===== config.mk =====
export PLATFORM = sky130hd
export DESIGN_NAME = imem_arbiter
export DESIGN_NICKNAME = d
export VERILOG_FILES = /design/src/rtl/imem_arbiter.sv
export SDC_FILE = /design/constraint.sdc
export NUM_CORES = 1
export LEC_CHECK = 0
export CORE_AREA = 2 2 146 148
export CTS_BUF_LIST = sky130_fd_sc_hd__clkbuf_8
export CTS_CLUSTER_DIAMETER = 30
export DETAILED_ROUTE_END_ITERATION = 12
export DIE_AREA = 0 0 148 150
export PLACE_DENSITY = 0.51
export SYNTH_ARGS = -nofsm -noshare
export SYNTH_HDL_FRONTEND = slang
export SYNTH_SLANG_ARGS = --single-unit
export TNS_END_PERCENT = 1

===== constraint.sdc =====
create_clock -name clk -period 4.1 [get_ports clk]
set_input_delay 0.82 -clock clk [delete_from_list [all_inputs] [get_ports clk]]
set_output_delay 0.82 -clock clk [all_outputs]
set_load 0.01 [all_outputs]

===== src/rtl/imem_arbiter.sv =====
// -----------------------------------------------------------------------------
// imem_arbiter
//
// Arbiter and sequencer in front of a single-port instruction memory. The
// memory has a 1-cycle registered read and byte-lane write enables. Two
// requesters share it:
//   - the core fetch port (read-only), with a flush input for redirects
//   - the loader/debug port (read/write)
// Ties go round-robin. Each response returns to its owner one cycle after
// the grant. rdata is the memory output, routed to both ports.
//
// Ports
//   clk, rst_n                 clock, asynchronous active-low reset
//   f_req/f_addr               fetch request (read-only)
//   f_gnt                      fetch accepted this cycle (combinational)
//   f_flush                    drops the fetch response due this cycle and
//                              blocks the fetch grant this cycle
//   f_rvalid/f_rdata           fetch response
//   l_req/l_addr/l_wdata/l_wen loader request; l_wen == 0 means read
//   l_gnt                      loader accepted this cycle (combinational)
//   l_rvalid/l_rdata           loader response (read data or write ack)
//   m_addr/m_wdata/m_wen       memory request side
//   m_rdata                    memory read data, one cycle after the address
// -----------------------------------------------------------------------------
module imem_arbiter #(
  parameter int ADDR_WIDTH = 11,
  parameter int DATA_WIDTH = 64,
  parameter int DATA_BYTES = DATA_WIDTH / 8
) (
  input  logic                  clk,
  input  logic                  rst_n,
  // fetch port
  input  logic                  f_req,
  input  logic [ADDR_WIDTH-1:0] f_addr,
  output logic                  f_gnt,
  input  logic                  f_flush,
  output logic                  f_rvalid,
  output logic [DATA_WIDTH-1:0] f_rdata,
  // loader port
  input  logic                  l_req,
  input  logic [ADDR_WIDTH-1:0] l_addr,
  input  logic [DATA_WIDTH-1:0] l_wdata,
  input  logic [DATA_BYTES-1:0] l_wen,
  output logic                  l_gnt,
  output logic                  l_rvalid,
  output logic [DATA_WIDTH-1:0] l_rdata,
  // memory side
  output logic [ADDR_WIDTH-1:0] m_addr,
  output logic [DATA_WIDTH-1:0] m_wdata,
  output logic [DATA_BYTES-1:0] m_wen,
  input  logic [DATA_WIDTH-1:0] m_rdata
);

  // The response tag {resp_v, resp_port} is held as an FSM state.
  typedef enum logic [1:0] {
    ST_IDLE   = 2'd0,
    ST_RESP_F = 2'd1,
    ST_RESP_L = 2'd2
  } state_e;

  typedef enum logic {
    PORT_F = 1'b0,
    PORT_L = 1'b1
  } port_e;

  state_e                state_q, state_d;
  port_e                 last_q, last_d;
  logic [ADDR_WIDTH-1:0] addr_q, addr_d;

  logic eff_f;
  logic f_win, l_win;

  assign eff_f = f_req && !f_flush;

  // Arbitration. A flushed fetch does not take part. Grants are gated with
  // rst_n so that both gnt outputs and m_wen drop at once when reset is
  // asserted, without waiting for a clock edge.
  always_comb begin
    // NOTE: every signal driven in always_comb gets a default first, so no
    // path can leave it unassigned and infer a latch.
    f_win = 1'b0;
    l_win = 1'b0;
    if (rst_n) begin
      if (eff_f && l_req) begin
        // Tie: the port not granted last wins.
        if (last_q == PORT_L) f_win = 1'b1;
        else                  l_win = 1'b1;
      end else if (eff_f) begin
        f_win = 1'b1;
      end else if (l_req) begin
        l_win = 1'b1;
      end
    end
  end

  // State register: response tag, last-granted pointer, held address.
  always_ff @(posedge clk or negedge rst_n) begin
    if (!rst_n) begin
      state_q <= ST_IDLE;
      last_q  <= PORT_L;  // fetch wins the first tie after reset
      addr_q  <= '0;
    end else begin
      // NOTE: sequential state uses non-blocking assignments so every
      // register samples values from before this edge, whatever the order.
      state_q <= state_d;
      last_q  <= last_d;
      addr_q  <= addr_d;
    end
  end

  // Next-state logic. A grant always owes a response next cycle; `last`
  // and the held address change only on a grant.
  always_comb begin
    state_d = ST_IDLE;
    last_d  = last_q;
    addr_d  = addr_q;
    if (f_win) begin
      state_d = ST_RESP_F;
      last_d  = PORT_F;
      addr_d  = f_addr;
    end else if (l_win) begin
      state_d = ST_RESP_L;
      last_d  = PORT_L;
      addr_d  = l_addr;
    end
  end

  // Output logic. Without a grant the memory sees the last granted address
  // again, so m_rdata stays stable across idle cycles.
  always_comb begin
    f_gnt    = f_win;
    l_gnt    = l_win;
    m_addr   = addr_q;
    m_wdata  = '0;
    m_wen    = '0;
    if (l_win) begin
      m_addr  = l_addr;
      m_wdata = l_wdata;
      m_wen   = l_wen;
    end else if (f_win) begin
      m_addr  = f_addr;
    end
    // A redirect in the response cycle discards the stale fetch data.
    f_rvalid = (state_q == ST_RESP_F) && !f_flush;
    l_rvalid = (state_q == ST_RESP_L);
    f_rdata  = m_rdata;
    l_rdata  = m_rdata;
  end

endmodule


==> impl_summary.txt, run 1 <==
----------------------------------------------------
[Clock tree]
  Number of clock buffers inserted by TritonCTS ... 3
  Root Buffer Master ... sky130_fd_sc_hd__clkbuf_8
  Clock sink count ... 14
  TritonCTS clock tree ... yes
  Worst-case clock buffer depth ... 2
  Clock slew at reported path FFs ... 0.07 ns
  Clock latency on the worst-skew pair ... 0.26 ns
  H-Tree Level Count ... 1

[STA]
  Maximum achievable frequency ... 0.2700 GHz
  Relative slew slack ... 52.34%
  Post-Route Skew ... 0.003752 ns
  Transition time of the tightest slew-check pin ... 0.7122 ns
  Setup TNS ... 0 ns
  Final setup violation count ... 0
  Final worst path period share ... roughly nine tenths
  Number of hold-slack violations in the final timing report ... 0
  Max Transition Viols Final ... 0
  Final worst slack ... between 0.3 and 0.4 ns
  Min Tclk post-route ... 3.703 ns
  RSZ-0062 raised after global routing ... no

[Worst hold path]
  Worst Hold Path Cells ... 1
  End point of the most critical hold path ... addr_q[8]
  Hold Crit Class ... flop to flop
  Hold path start ... addr_q[8]

[GRT]
  Vias in the first global route ... 2,126
  Antenna violations before repair ... 0
  Largest net degree at the start of global routing ... 66
  Residual overflow from global routing ... 0
  First-pass GRT wire length ... 12,760 um
  Global-route usage over all layers ... 7.842%

[Drt]
  Wire length per cell ... ~15 um
  Number of routed nets with antenna violations ... 0
  Routed via count ... 1,962
  Initial DRT Pass Iterations ... 4
  Residual DRC ... 0
  Detailed router's first-iteration violation count ... 25
  Post-Route WL ... 9264 um
  Vias per cell ... 3.275

[Worst setup path]
  Reg-to-Reg Start ... last_q
  Required time worst endpoint ... between 3 and 4 ns
  Type of destination of the critical path ... output port
  R2R cell count ... 3
  Setup CP Type ... primary input to output port
  Worst reg2reg endpoint ... addr_q[3]
  Crit path launch type ... primary input
  CP max-delay cell ... sky130_fd_sc_hd__clkdlybuf4s50_1
  Crit path largest cell delay ... approximately 0.55 ns
  Slack of the worst reg-to-reg path ... approximately 2.5 ns
  Critical-path cell list ... clkdlybuf4s50_1 -> nand2b_1 -> and3_2 -> a221o_1 -> clkdlybuf4s50_1
  Worst-path maximum fanout ... 12
  Most Frequent Cell on Critical Path ... sky130_fd_sc_hd__clkdlybuf4s50_1
  WP data arrival ... between 2 and 3 ns

[Floorplan]
  Number of I/O pins ... approximately 380
  Area of the placeable core ... 20,690 um2
  X dimension of the die ... ~150 um
  Total number of placement rows ... 53
  Die area ... 22,200 um2
  Starting utilization of the core area ... 10.93%
  Height of the die ... 150 um

[Synth]
  Combined area of all synthesized cells ... roughly 2300 um2
  Number of library cell types mapped by synthesis ... 22
  Number of instances in the synthesized netlist ... 272
  Share of the yosys chip area belonging to registers ... 15.54%
  Seq cells post-synth ... 14
  Top area cells in the synthesized netlist ... sky130_fd_sc_hd__buf_4, sky130_fd_sc_hd__and2_1, sky130_fd_sc_hd__dfrtp_1, sky130_fd_sc_hd__a221o_1, sky130_fd_sc_hd__and3_4
  Synth warn ... 0
  Yosys top cell area share ... 42.81%
  Mean instance size in the synthesized netlist ... 8.317 um2
  Yosys top cell by area ... sky130_fd_sc_hd__buf_4
  Post-synth net total ... 435

[Final layout]
  Number of antenna cells inserted ... 0
  Cell Count, Final, Fillers Out ... 599
  Layout cells sized above 1 ... 8.025%
  Non-Filler Cell Area, Final ... about 3500 um2
  Area Overhead vs Synth ... 56.31%
  Nets@finish ... 488

[Placed design]
  Instance area at placement ... 3473 um2
  Count of input and output buffers ... 185
  Total instance count after detailed placement ... 595
  Worst setup timing slack at the placement stage ... 0.03230 ns
  Weighted congestion at the end of routability-driven global placement ... 0.7536
  DPL Wire Length ... 7605 um

[Pwr]
  Pwr Density ... 181.8 nW/um2
  Worst ir drop on vdd ... between 0.00008 and 0.00009 V
  Leak Pwr ... 1.292 nW

[Job]
  Number of maximum-capacitance violations ... 0

[Outcome]
  Outcome ... complete, no violations

----------------------------------------------------
[report_power, final]
part / internal (mW) / leakage [nW] / total [mW] / switching (mW)
logic: 0.211 / 1.09 / 0.322 / 0.111
clock network: 0.0856 / 0.0288 / 0.152 / 0.0660
registers: 0.158 / 0.173 / 0.170 / 0.0117
total: 0.454 / 1.29 / 0.643 / 0.189
[worst max-delay path by stage]
stage,from,end,cells past startpoint
CTS,f_flush,m_addr[4],5
global route,f_flush,m_addr[4],5
global placement,f_flush,m_addr[4],5
finish,l_req,m_addr[10],5
floorplan,f_req,m_wdata[52],4
detailed placement,f_flush,m_addr[4],5
[synth_stat cells]
cell type and instances:
sky130_fd_sc_hd__buf_2 5, sky130_fd_sc_hd__nand2b_1 1, sky130_fd_sc_hd__and3_4 9, sky130_fd_sc_hd__a221o_1 22
sky130_fd_sc_hd__clkbuf_2 4, sky130_fd_sc_hd__dfrtp_1 13, sky130_fd_sc_hd__and3b_1 1, sky130_fd_sc_hd__buf_4 129
sky130_fd_sc_hd__a21oi_1 1, sky130_fd_sc_hd__and3_2 2, sky130_fd_sc_hd__a21oi_4 1, sky130_fd_sc_hd__clkbuf_1 3
sky130_fd_sc_hd__o21ai_1 1, sky130_fd_sc_hd__dfstp_2 1, sky130_fd_sc_hd__and2_1 72, sky130_fd_sc_hd__nand2_1 1
sky130_fd_sc_hd__nor2b_1 1, sky130_fd_sc_hd__a21o_1 1, sky130_fd_sc_hd__buf_6 1, sky130_fd_sc_hd__nor3b_1 1
sky130_fd_sc_hd__and2_2 1, sky130_fd_sc_hd__nor2b_4 1
[sequential cells by signal (all words and copies together) (netlist names)]
signal   cells
addr_q      11
state_q      2
last_q       1
[repair_timing]
action,4_1_cts,5_1_grt
buffers inserted,0,0
gates resized for setup,0,1
hold buffers,0,0
setup endpoints to repair,0,7
[critical path: cells and delay by family]
| family | cells | cell delay (ns) |
|---|---|---|
| simple gates | 2 | 0.77 |
| buf+inv | 2 | 1.03 |
| compound gates | 1 | 0.26 |
[layout make-up]
cell class                 instances  area (um2)
timing repair buffer             190        1899
clock buffer                       4       55.05
sequential                        14       351.6
multi-input combinational        116       885.9
fill                            2334       17150
tap                              275       344.1
[through the flow]
stage	hold slack (ns)	power, mW	util (%)
2_1_floorplan	0.4799	0.4098	-
3_3_place_gp	0.4984	0.4981	16.79
3_5_place_dp	0.4952	0.4983	16.79
4_1_cts	0.5235	0.6644	17.05
5_1_grt	0.5375	0.6885	17.09
6_report	0.5154	0.6428	17.09
[cells in the final DEF, fill, tap and decap left out]
| master | instances |
|---|---|
| sky130_fd_sc_hd__a21o_1 | 1 |
| sky130_fd_sc_hd__a21oi_1 | 1 |
| sky130_fd_sc_hd__a21oi_4 | 1 |
| sky130_fd_sc_hd__a221o_1 | 22 |
| sky130_fd_sc_hd__and2_1 | 72 |
| sky130_fd_sc_hd__and2_2 | 1 |
| sky130_fd_sc_hd__and3_2 | 2 |
| sky130_fd_sc_hd__and3_4 | 9 |
| sky130_fd_sc_hd__and3b_1 | 1 |
| sky130_fd_sc_hd__buf_12 | 1 |
| sky130_fd_sc_hd__buf_4 | 5 |
| sky130_fd_sc_hd__clkbuf_8 | 4 |
| sky130_fd_sc_hd__clkdlybuf4s50_1 | 184 |
| sky130_fd_sc_hd__dfrtp_1 | 13 |
| sky130_fd_sc_hd__dfstp_2 | 1 |
| sky130_fd_sc_hd__nand2_1 | 1 |
| sky130_fd_sc_hd__nand2b_1 | 1 |
| sky130_fd_sc_hd__nor2b_1 | 1 |
| sky130_fd_sc_hd__nor2b_4 | 1 |
| sky130_fd_sc_hd__nor3b_1 | 1 |
| sky130_fd_sc_hd__o21ai_4 | 1 |
[routing by layer]
layer	GRT usage, %	wire, um	up-vias
met5	0	0	-
met4	6.143	620	0
met3	3.720	1299	62
met2	12.27	4008	193
met1	8.103	3336	844
li1	-	-	863
[cell families after synthesis]
logic type             Yosys count  synth area share (%)
buffers and inverters          142                 45.80
and+or+nand+nor                 90                 27.43
DFF                             14                 15.54
AOI/OAI and AO/OA               26                 11.23
Power figures use the tool's default switching activity.
==> inputs of run 2 (changes only) <==
SKIP_LAST_GASP = 1   (was default)
==> results of run 2 <==
Same layout as run 1: the final DEF is identical, and so are final timing and power.
